==> config.mk <==
export PLATFORM = sky130hd
export DESIGN_NAME = hazard_ctrl
export DESIGN_NICKNAME = d
export VERILOG_FILES = /design/src/rtl/hazard_ctrl.sv
export SDC_FILE = /design/constraint.sdc
export NUM_CORES = 1
export LEC_CHECK = 0
export ABC_CLOCK_PERIOD_IN_PS = 1800
export CAP_MARGIN = 30
export CORE_MARGIN = 2
export CORE_UTILIZATION = 37
export DETAILED_ROUTE_END_ITERATION = 10
export PLACE_DENSITY = 0.85
export SETUP_SLACK_MARGIN = 0.4
export SLEW_MARGIN = 20
export SYNTH_ARGS = -nofsm -noshare
export SYNTH_HDL_FRONTEND = slang
export SYNTH_SLANG_ARGS = --single-unit
export TNS_END_PERCENT = 50
==> constraint.sdc <==
create_clock -name clk -period 1.8 [get_ports clk]
set_input_delay 0.27 -clock clk [delete_from_list [all_inputs] [get_ports clk]]
set_output_delay 0.27 -clock clk [all_outputs]
set_load 0.02 [all_outputs]
==> src/rtl/hazard_ctrl.sv <==
// hazard_ctrl: decode-stage hazard sequencer.
// Produces the decoder stall plus the PC, IF/ID and ID/EX enables and flushes.
// It handles load-use stalls, multi-cycle taken-branch flushes and dmem freezes.
// Optional build macro HAZARD_STATS_EN adds saturating event counters
// (stat_stall, stat_flush, stat_freeze).
module hazard_ctrl #(
   parameter int BR_FLUSH_CYCLES = 1,
   parameter int XLEN_REG        = 5
) (
   input  logic                clk,
   input  logic                rst,
   input  logic                id_valid,
   input  logic [6:0]          id_opcode,
   input  logic [XLEN_REG-1:0] id_rs1,
   input  logic [XLEN_REG-1:0] id_rs2,
   input  logic [XLEN_REG-1:0] id_rd,
   input  logic                ex_branch_taken,
   input  logic                dmem_busy,
   output logic                stall,
   output logic                pc_write,
   output logic                ifid_write,
   output logic                idex_write,
   output logic                ifid_flush,
   output logic                idex_flush
`ifdef HAZARD_STATS_EN
   ,
   output logic [15:0]         stat_stall,
   output logic [15:0]         stat_flush,
   output logic [15:0]         stat_freeze
`endif
);

   localparam logic [6:0] OP_LOAD   = 7'b0000011;
   localparam logic [6:0] OP_STORE  = 7'b0100011;
   localparam logic [6:0] OP_R      = 7'b0110011;
   localparam logic [6:0] OP_BRANCH = 7'b1100011;
   localparam logic [6:0] OP_IMM    = 7'b0010011;

   typedef enum logic {RUN, FLUSH} state_t;

   state_t              state_reg, state_next;
   logic [2:0]          flush_cnt_reg, flush_cnt_next;
   logic [XLEN_REG-1:0] ex_rd_reg, ex_rd_next;
   logic                ex_load_reg, ex_load_next;

   logic uses_rs1, uses_rs2, load_use;
   logic ev_stall, ev_flush, ev_freeze;

   // Source-register usage by opcode class and the load-use match against EX
   always_comb begin
      uses_rs1 = (id_opcode == OP_LOAD) || (id_opcode == OP_STORE) || (id_opcode == OP_R) ||
                 (id_opcode == OP_BRANCH) || (id_opcode == OP_IMM);
      uses_rs2 = (id_opcode == OP_STORE) || (id_opcode == OP_R) || (id_opcode == OP_BRANCH);
      load_use = id_valid && ex_load_reg && (ex_rd_reg != '0) &&
                 ((uses_rs1 && (id_rs1 == ex_rd_reg)) || (uses_rs2 && (id_rs2 == ex_rd_reg)));
   end

   // Prioritised output decode and next-state: rst > freeze > flush > load-use > run
   always_comb begin
      stall          = 1'b0;
      pc_write       = 1'b1;
      ifid_write     = 1'b1;
      idex_write     = 1'b1;
      ifid_flush     = 1'b0;
      idex_flush     = 1'b0;
      state_next     = state_reg;
      flush_cnt_next = flush_cnt_reg;
      ex_rd_next     = ex_rd_reg;
      ex_load_next   = ex_load_reg;
      ev_stall       = 1'b0;
      ev_flush       = 1'b0;
      ev_freeze      = 1'b0;
      if (rst) begin
         stall          = 1'b1;
         pc_write       = 1'b0;
         ifid_write     = 1'b0;
         idex_write     = 1'b0;
         ifid_flush     = 1'b1;
         idex_flush     = 1'b1;
         state_next     = RUN;
         flush_cnt_next = '0;
         ex_rd_next     = '0;
         ex_load_next   = 1'b0;
      end else if (dmem_busy) begin
         // Whole pipeline holds; EX keeps its instruction so a pending branch reappears later
         pc_write   = 1'b0;
         ifid_write = 1'b0;
         idex_write = 1'b0;
         ev_freeze  = 1'b1;
      end else if (state_reg == FLUSH || ex_branch_taken) begin
         stall        = 1'b1;
         ifid_flush   = 1'b1;
         idex_flush   = 1'b1;
         ex_rd_next   = '0;
         ex_load_next = 1'b0;
         ev_flush     = 1'b1;
         if (state_reg == RUN) begin
            if (BR_FLUSH_CYCLES > 1) begin
               state_next     = FLUSH;
               flush_cnt_next = 3'(BR_FLUSH_CYCLES - 1);
            end
         end else begin
            flush_cnt_next = flush_cnt_reg - 3'd1;
            if (flush_cnt_reg == 3'd1) begin
               state_next = RUN;
            end
         end
      end else if (load_use) begin
         // One bubble into EX; it clears ex_load so the stall lasts a single cycle
         stall        = 1'b1;
         pc_write     = 1'b0;
         ifid_write   = 1'b0;
         ex_rd_next   = '0;
         ex_load_next = 1'b0;
         ev_stall     = 1'b1;
      end else begin
         ex_rd_next   = id_rd;
         ex_load_next = id_valid && (id_opcode == OP_LOAD);
      end
   end

   // State register
   always_ff @(posedge clk) begin
      state_reg     <= state_next;
      flush_cnt_reg <= flush_cnt_next;
      ex_rd_reg     <= ex_rd_next;
      ex_load_reg   <= ex_load_next;
   end

`ifdef HAZARD_STATS_EN
   logic [15:0] stat_stall_reg, stat_flush_reg, stat_freeze_reg;

   // Saturating event counters, cleared by reset
   always_ff @(posedge clk) begin
      if (rst) begin
         stat_stall_reg  <= '0;
         stat_flush_reg  <= '0;
         stat_freeze_reg <= '0;
      end else begin
         if (ev_stall && stat_stall_reg != 16'hFFFF)   stat_stall_reg  <= stat_stall_reg + 16'd1;
         if (ev_flush && stat_flush_reg != 16'hFFFF)   stat_flush_reg  <= stat_flush_reg + 16'd1;
         if (ev_freeze && stat_freeze_reg != 16'hFFFF) stat_freeze_reg <= stat_freeze_reg + 16'd1;
      end
   end

   assign stat_stall  = stat_stall_reg;
   assign stat_flush  = stat_flush_reg;
   assign stat_freeze = stat_freeze_reg;
`else
   // Event strobes only feed the optional counters
   logic unused_ev;
   assign unused_ev = ev_stall ^ ev_flush ^ ev_freeze;
`endif

endmodule

### After elaboration in Yosys (flattened, before gate mapping)

Index checks and enable logic that the tools add are counted.
Widths: inputs -> output; s select.

| cells by class | value |
|---|---|
| add/subtract/negate cells | 1 |
| multipliers | 0 |
| divide/modulo/power cells | 0 |
| order comparisons | 0 |
| equality and inequality tests | 8 |
| shifts and indexed selects | 0 |
| multiplexer cells | 19 |
| bitwise logic cells | 1 |
| reductions and logical operators | 17 |

Operators with widths:

| cell | number |
|---|---|
| $mux 1 | 17 |
| $eq 7x6->1 const B | 2 |
| $eq 5x5->1 | 2 |
| $mux 5 | 2 |
| $logic_or 1x1->1 | 8 |
| $eq 7x2->1 const B | 1 |
| $eq 7x5->1 const B | 1 |
| $eq 7x7->1 const B | 1 |
| $logic_and 1x1->1 | 6 |
| $reduce_bool 5->1 | 1 |
| $eq 3x1->1 const B | 1 |
| $reduce_and 3->1 | 1 |
| $sub 3x1->3 const B | 1 |
| $reduce_and 2->1 | 1 |
| $not 1->1 | 1 |

| storage, ports and cells | value |
|---|---|
| register bits after elaboration | 10 |
| bits in latches | 0 |
| memory bits (writable) | 0 |
| ROM bits | 0 |
| bits of input ports | 27 |
| output and inout bits | 6 |
| word-level logic and storage cells | 50 |
| memories kept | 0 |

### Longest topological paths before layout

| depth | value |
|---|---|
| depth after elaboration | 12 |
| gate-level depth with buffers | 6 |
| mapped depth without buffers | 5 |

### Worst setup path before layout

No wires, ideal clock.

| timing path | value |
|---|---|
| path kind | register to output |
| from | reg ex_rd_reg[4] |
| to | out pc_write |
| arrival | 1706 ps |
| data required time | 1530 ps |
| slack | -176 ps |
| stages on the path, launching flop included | 7 |
| path buffers | 1 |
| cells stage by stage | dfxtp_1 > xnor2_1 > nand3_1 > o22a_1 > a2111oi_4 > a21boi_0 > buf_4 |

| on the way | value |
|---|---|
| longest elaborated chain between the ends | 8 |
| elaborated cells on any way between the ends | 12 |
| classes of those cells | eq/ne: 2; mux: 4; reduce/logical: 6 |

Ends and longest elaborated chain:

| element | line | RTL |
|---|---|---|
| start, declared | 43 | `logic [XLEN_REG-1:0] ex_rd_reg, ex_rd_next;` |
| start signal, assigned | 126 | `ex_rd_reg <= ex_rd_next;` |
| $eq 5x5->1 | 55 | `((uses_rs1 && (id_rs1 == ex_rd_reg)) \|\| (uses_rs2 && (id_rs2 == ex_rd_reg)));` |
| $logic_and 1x1->1 | 55 |  |
| $logic_or 1x1->1 | 55 |  |
| $logic_and 1x1->1 (*) | 54 | `load_use = id_valid && ex_load_reg && (ex_rd_reg != '0) &&` |
| $mux 1 (*) (4 in a row) | -- |  |
| end, declared | 20 | `output logic pc_write,` |

Every way passes the cells marked *; elsewhere a longest branch is shown, timed or not.

### Worst setup path after layout

| timing path | value |
|---|---|
| from | reg ex_rd_reg[1] |
| to | out ifid_write |

| on the way | value |
|---|---|
| longest elaborated chain between the ends | 8 |
| elaborated cells on any way between the ends | 12 |
| classes of those cells | eq/ne: 2; mux: 4; reduce/logical: 6 |

Ends and longest elaborated chain:

| element | line | RTL |
|---|---|---|
| $eq 5x5->1 | 55 |  |
| $logic_and 1x1->1 | 55 |  |
| $logic_or 1x1->1 | 55 |  |
| $logic_and 1x1->1 (*) | 54 |  |
| $mux 1 (*) | 108 | `end else if (load_use) begin` |
| $mux 1 (*) | 90 | `end else if (state_reg == FLUSH \|\| ex_branch_taken) begin` |
| $mux 1 (*) | 84 | `end else if (dmem_busy) begin` |
| $mux 1 (*) | 73 | `if (rst) begin` |
| end, declared | 21 | `output logic ifid_write,` |

Marks and branches as above.

==> summary.md <==
| Metric | Value |
|---|---|
| CTS root buf | clkbuf_4 |
| Post-synth EDFFs | 0 |
| Outcome | finished with violations |
| Core region area | 1520 µm² |
| Slew HR | 76.7% |
| CP arrival | 1.76 ns |
| Leakage power | 0.481 nW |
| Syn Nets | 107 |
| Global placer's final weighted congestion | 0.729 |
| Synth Area per Inst | 7.86 µm² |
| Synth area leaders | dfxtp_1 (33%), xnor2_1 (16%), nand2_1 (9.2%) |
| Worst Setup End Kind | output port |
| First-pass GRT wire length | 2800 µm |
| Largest family of logic cells by synthesized area | simple AND/OR/NAND/NOR gates |
| Skew-Pair Late Insertion Delay | 0.26 ns |
| Post-route cell area | 1150 µm² |
| CP Launch Type | flop |
| Synth async-reset ratio | 0% |
| Num CTS Buffers | 3 |
| RSZ-0062 raised after global routing | yes |
| Final Setup Violations | 3 |
| Final hold vios | 0 |
| Largest net degree at the start of global routing | 7 |
| Worst path bufs/invs | 2 |
| Syn Inst Count | 78 |
| Antenna cells | 0 |
| Post-synth top area share | 32.7% |
| Period utilisation layout | 113% |
| Antenna violations before repair | 0 |
| Slew @ Worst Pin | 0.349 ns |
| Ys flop type | dfxtp_1 |
| Clock Path Buffers | 2 |
| PortBufs | 32 |
| Register area | 215 µm² |
| Setup Skew | 0.00244 ns |
| Placed Area | 1030 µm² |
| Yosys reg bits | 10 |
| Most frequent cell after synthesis | nand2_1 |
| Vias in the first global route | 702 |
| Final Critical Period | 2.03 ns |
| Area of the multi-input gates | 428 µm² |
| Achievable Freq | 493 MHz |
| Max FFs per register | 5 |
| R2R Setup Slk | 0.13 ns |
| Nets | 158 |
| Req. time, crit path | 1.53 ns |
| Post-synthesis sequential area ratio | 32.7% |
| Residual DRC | 0 |
| Post-Route WL | 1880 µm |
| Power Total | 0.587 mW |
| Die Ht | 44.7 µm |
| DIE AREA | 2000 µm² |
| Fraction of layout cells with a size suffix above 1 | 33.6% |
| CP max-delay cell | dfxtp_4 |
| Max-cap violations | 0 |
| CTS tree | done |
| Worst hold-check path type | input pin to flop |
| Die W | 44.7 µm |
| Post-synthesis adder-cell area fraction | 4.08% |
| Post-synthesis xor/xnor area fraction | 17.1% |
| Delay-heaviest family, CP | compound AO/OA/AOI/OAI gates |
| Post-synthesis mux area share | 0% |
| Failing checks | negative setup slack |
| Post-Syn Area | 613 µm² |
| Setup CP Type | flop to output port |
| H-tree depth | 1 |
| DR iter-0 viols | 15 |
| Max FO, Critical Path | 3 |
| Vias per cell | 4.85 |
| Via count | 699 |
| I/O pin count | 33 |
| Top post-synthesis cells by count | nand2_1 (15), xnor2_1 (11), dfxtp_1 (10) |
| DRT Pass-1 Iters | 4 |
| Overall routing resource usage | 18.8% |
| Power per standard cell area | 513 nW/µm² |
| Reg clk slew, reported paths | 0.07 ns |
| Num rows | 14 |
| CTS Hold Bufs | 0 |
| Wire per inst | 13.1 µm |
| Pins Over Slew Limit | 0 |
| Yosys top cell by area | dfxtp_1 |
| Crit-path cells | xnor2_2 -> nand3_1 -> o22a_1 -> a2111oi_4 -> buf_4 -> a21boi_2 -> buf_2 |
| Area Growth Syn to Fin | 86.9% |
| Count of different cell masters after synthesis | 23 |
| Total global routing overflow | 0 |
| PnR worst setup slack | -0.229 ns |
| Fill cells | 115 |
| Post-DP HPWL | 1380 µm |
| # clock sinks | 10 |
| Post-Synth Simple-Gate Area | 22.4% |
| Routed Antenna Nets | 0 |
| Hold_ws | 0.463 ns |
| VDD IR-drop max | 0.338 mV |
| Initial Utilization | 40.2% |
| Ys Warns | 0 |
| Crit path largest cell delay | 0.36 ns |
| Post-synthesis compound-gate area fraction | 18.2% |
## logic make-up (layout without fill, tap and decap cells)
| group | Yosys count | after routing |
|---|---|---|
| AOI/OAI and AO/OA | 15 | 15 |
| adders and majority gates | 2 | 2 |
| DFF | 10 | 10 |
| and+or+nand+nor | 32 | 32 |
| xor gates and xnor gates | 12 | 12 |
| buffers and inverters | 7 | 57 |
## per-layer routing
metal | share of wire, % | track usage [%] | vias to the layer above | wire length [µm]
li1 | - | - | 359 | -
met1 | 37 | 20.0 | 315 | 701
met2 | 56 | 36.5 | 23 | 1050
met3 | 6.0 | 2.80 | 2 | 112
met4 | 0.85 | 7.27 | 0 | 16
met5 | 0 | 0 | - | 0
## path summary, 6_finish.rpt
kind	start	endpoint	depth (start not counted)
worst min register to register	state_reg	state_reg	2
worst max-delay path	ex_rd_reg[1]	ifid_write	7
worst max register to register	ex_rd_reg[1]	ex_rd_reg[3]	8
worst min-delay path	rst	flush_cnt_reg[2]	3
## layout make-up
class	count	share of cell area, %
timing repair buffer	49	37.7
multi-input combinational	61	37.3
sequential	10	18.8
clock buffer	4	3.17
tap	16	1.75
inverter	4	1.31
## per-stage QoR
step	cells	util, %	TNS, ns	setup WS, ns
detailed placement	135	67.5	-2.84	-0.711
CTS	142	70.7	-0.495	-0.212
floorplan	78	-	0	0.0268
finish	144	75.2	-0.633	-0.229
global route	144	75.2	-0.831	-0.296
global placement	135	67.5	-2.42	-0.664
## worst reg2reg max path, stage by stage, from the launching register on
cell and delay [ns]:
dfxtp_4 0.36, xnor2_2 0.15, nand3_1 0.09, o22a_1 0.25, a2111oi_4 0.22, buf_4 0.19, buf_4 0.11, buf_6 0.11
o21ai_1 0.07
## layout by cell type, fill, tap and decap left out, drive strengths merged
master and count:
a211oi 1, buf 23, nand4 2, ha 2
inv 4, dlygate4sd2 14, nor4 2, nor3 1
nand3 1, dfxtp 10, o22a 1, xnor2 11
o21bai 1, nor2b 1, o21ai 8, a21o 1
nor2 9, clkdlybuf4s50 12, nand2b 1, nand2 15
a2111oi 1, clkbuf 4, a21boi 1, xor2 1
a21oi 1
## power breakdown
| group | internal [mW] | switching [mW] |
|---|---|---|
| combinational | 0.0952 | 0.0590 |
| clock | 0.123 | 0.0814 |
| sequential | 0.223 | 0.00605 |
| total | 0.441 | 0.146 |
## repair_timing
| action | 4_1_cts | 5_1_grt |
|---|---|---|
| setup buffers | 3 | 2 |
| pin swaps | 4 | 5 |
| endpoints found under the setup margin | 12 | 12 |
| cloned | 0 | 0 |
| resized for setup | 54 | 17 |
No activity file was read; power rests on OpenSTA's default activity.
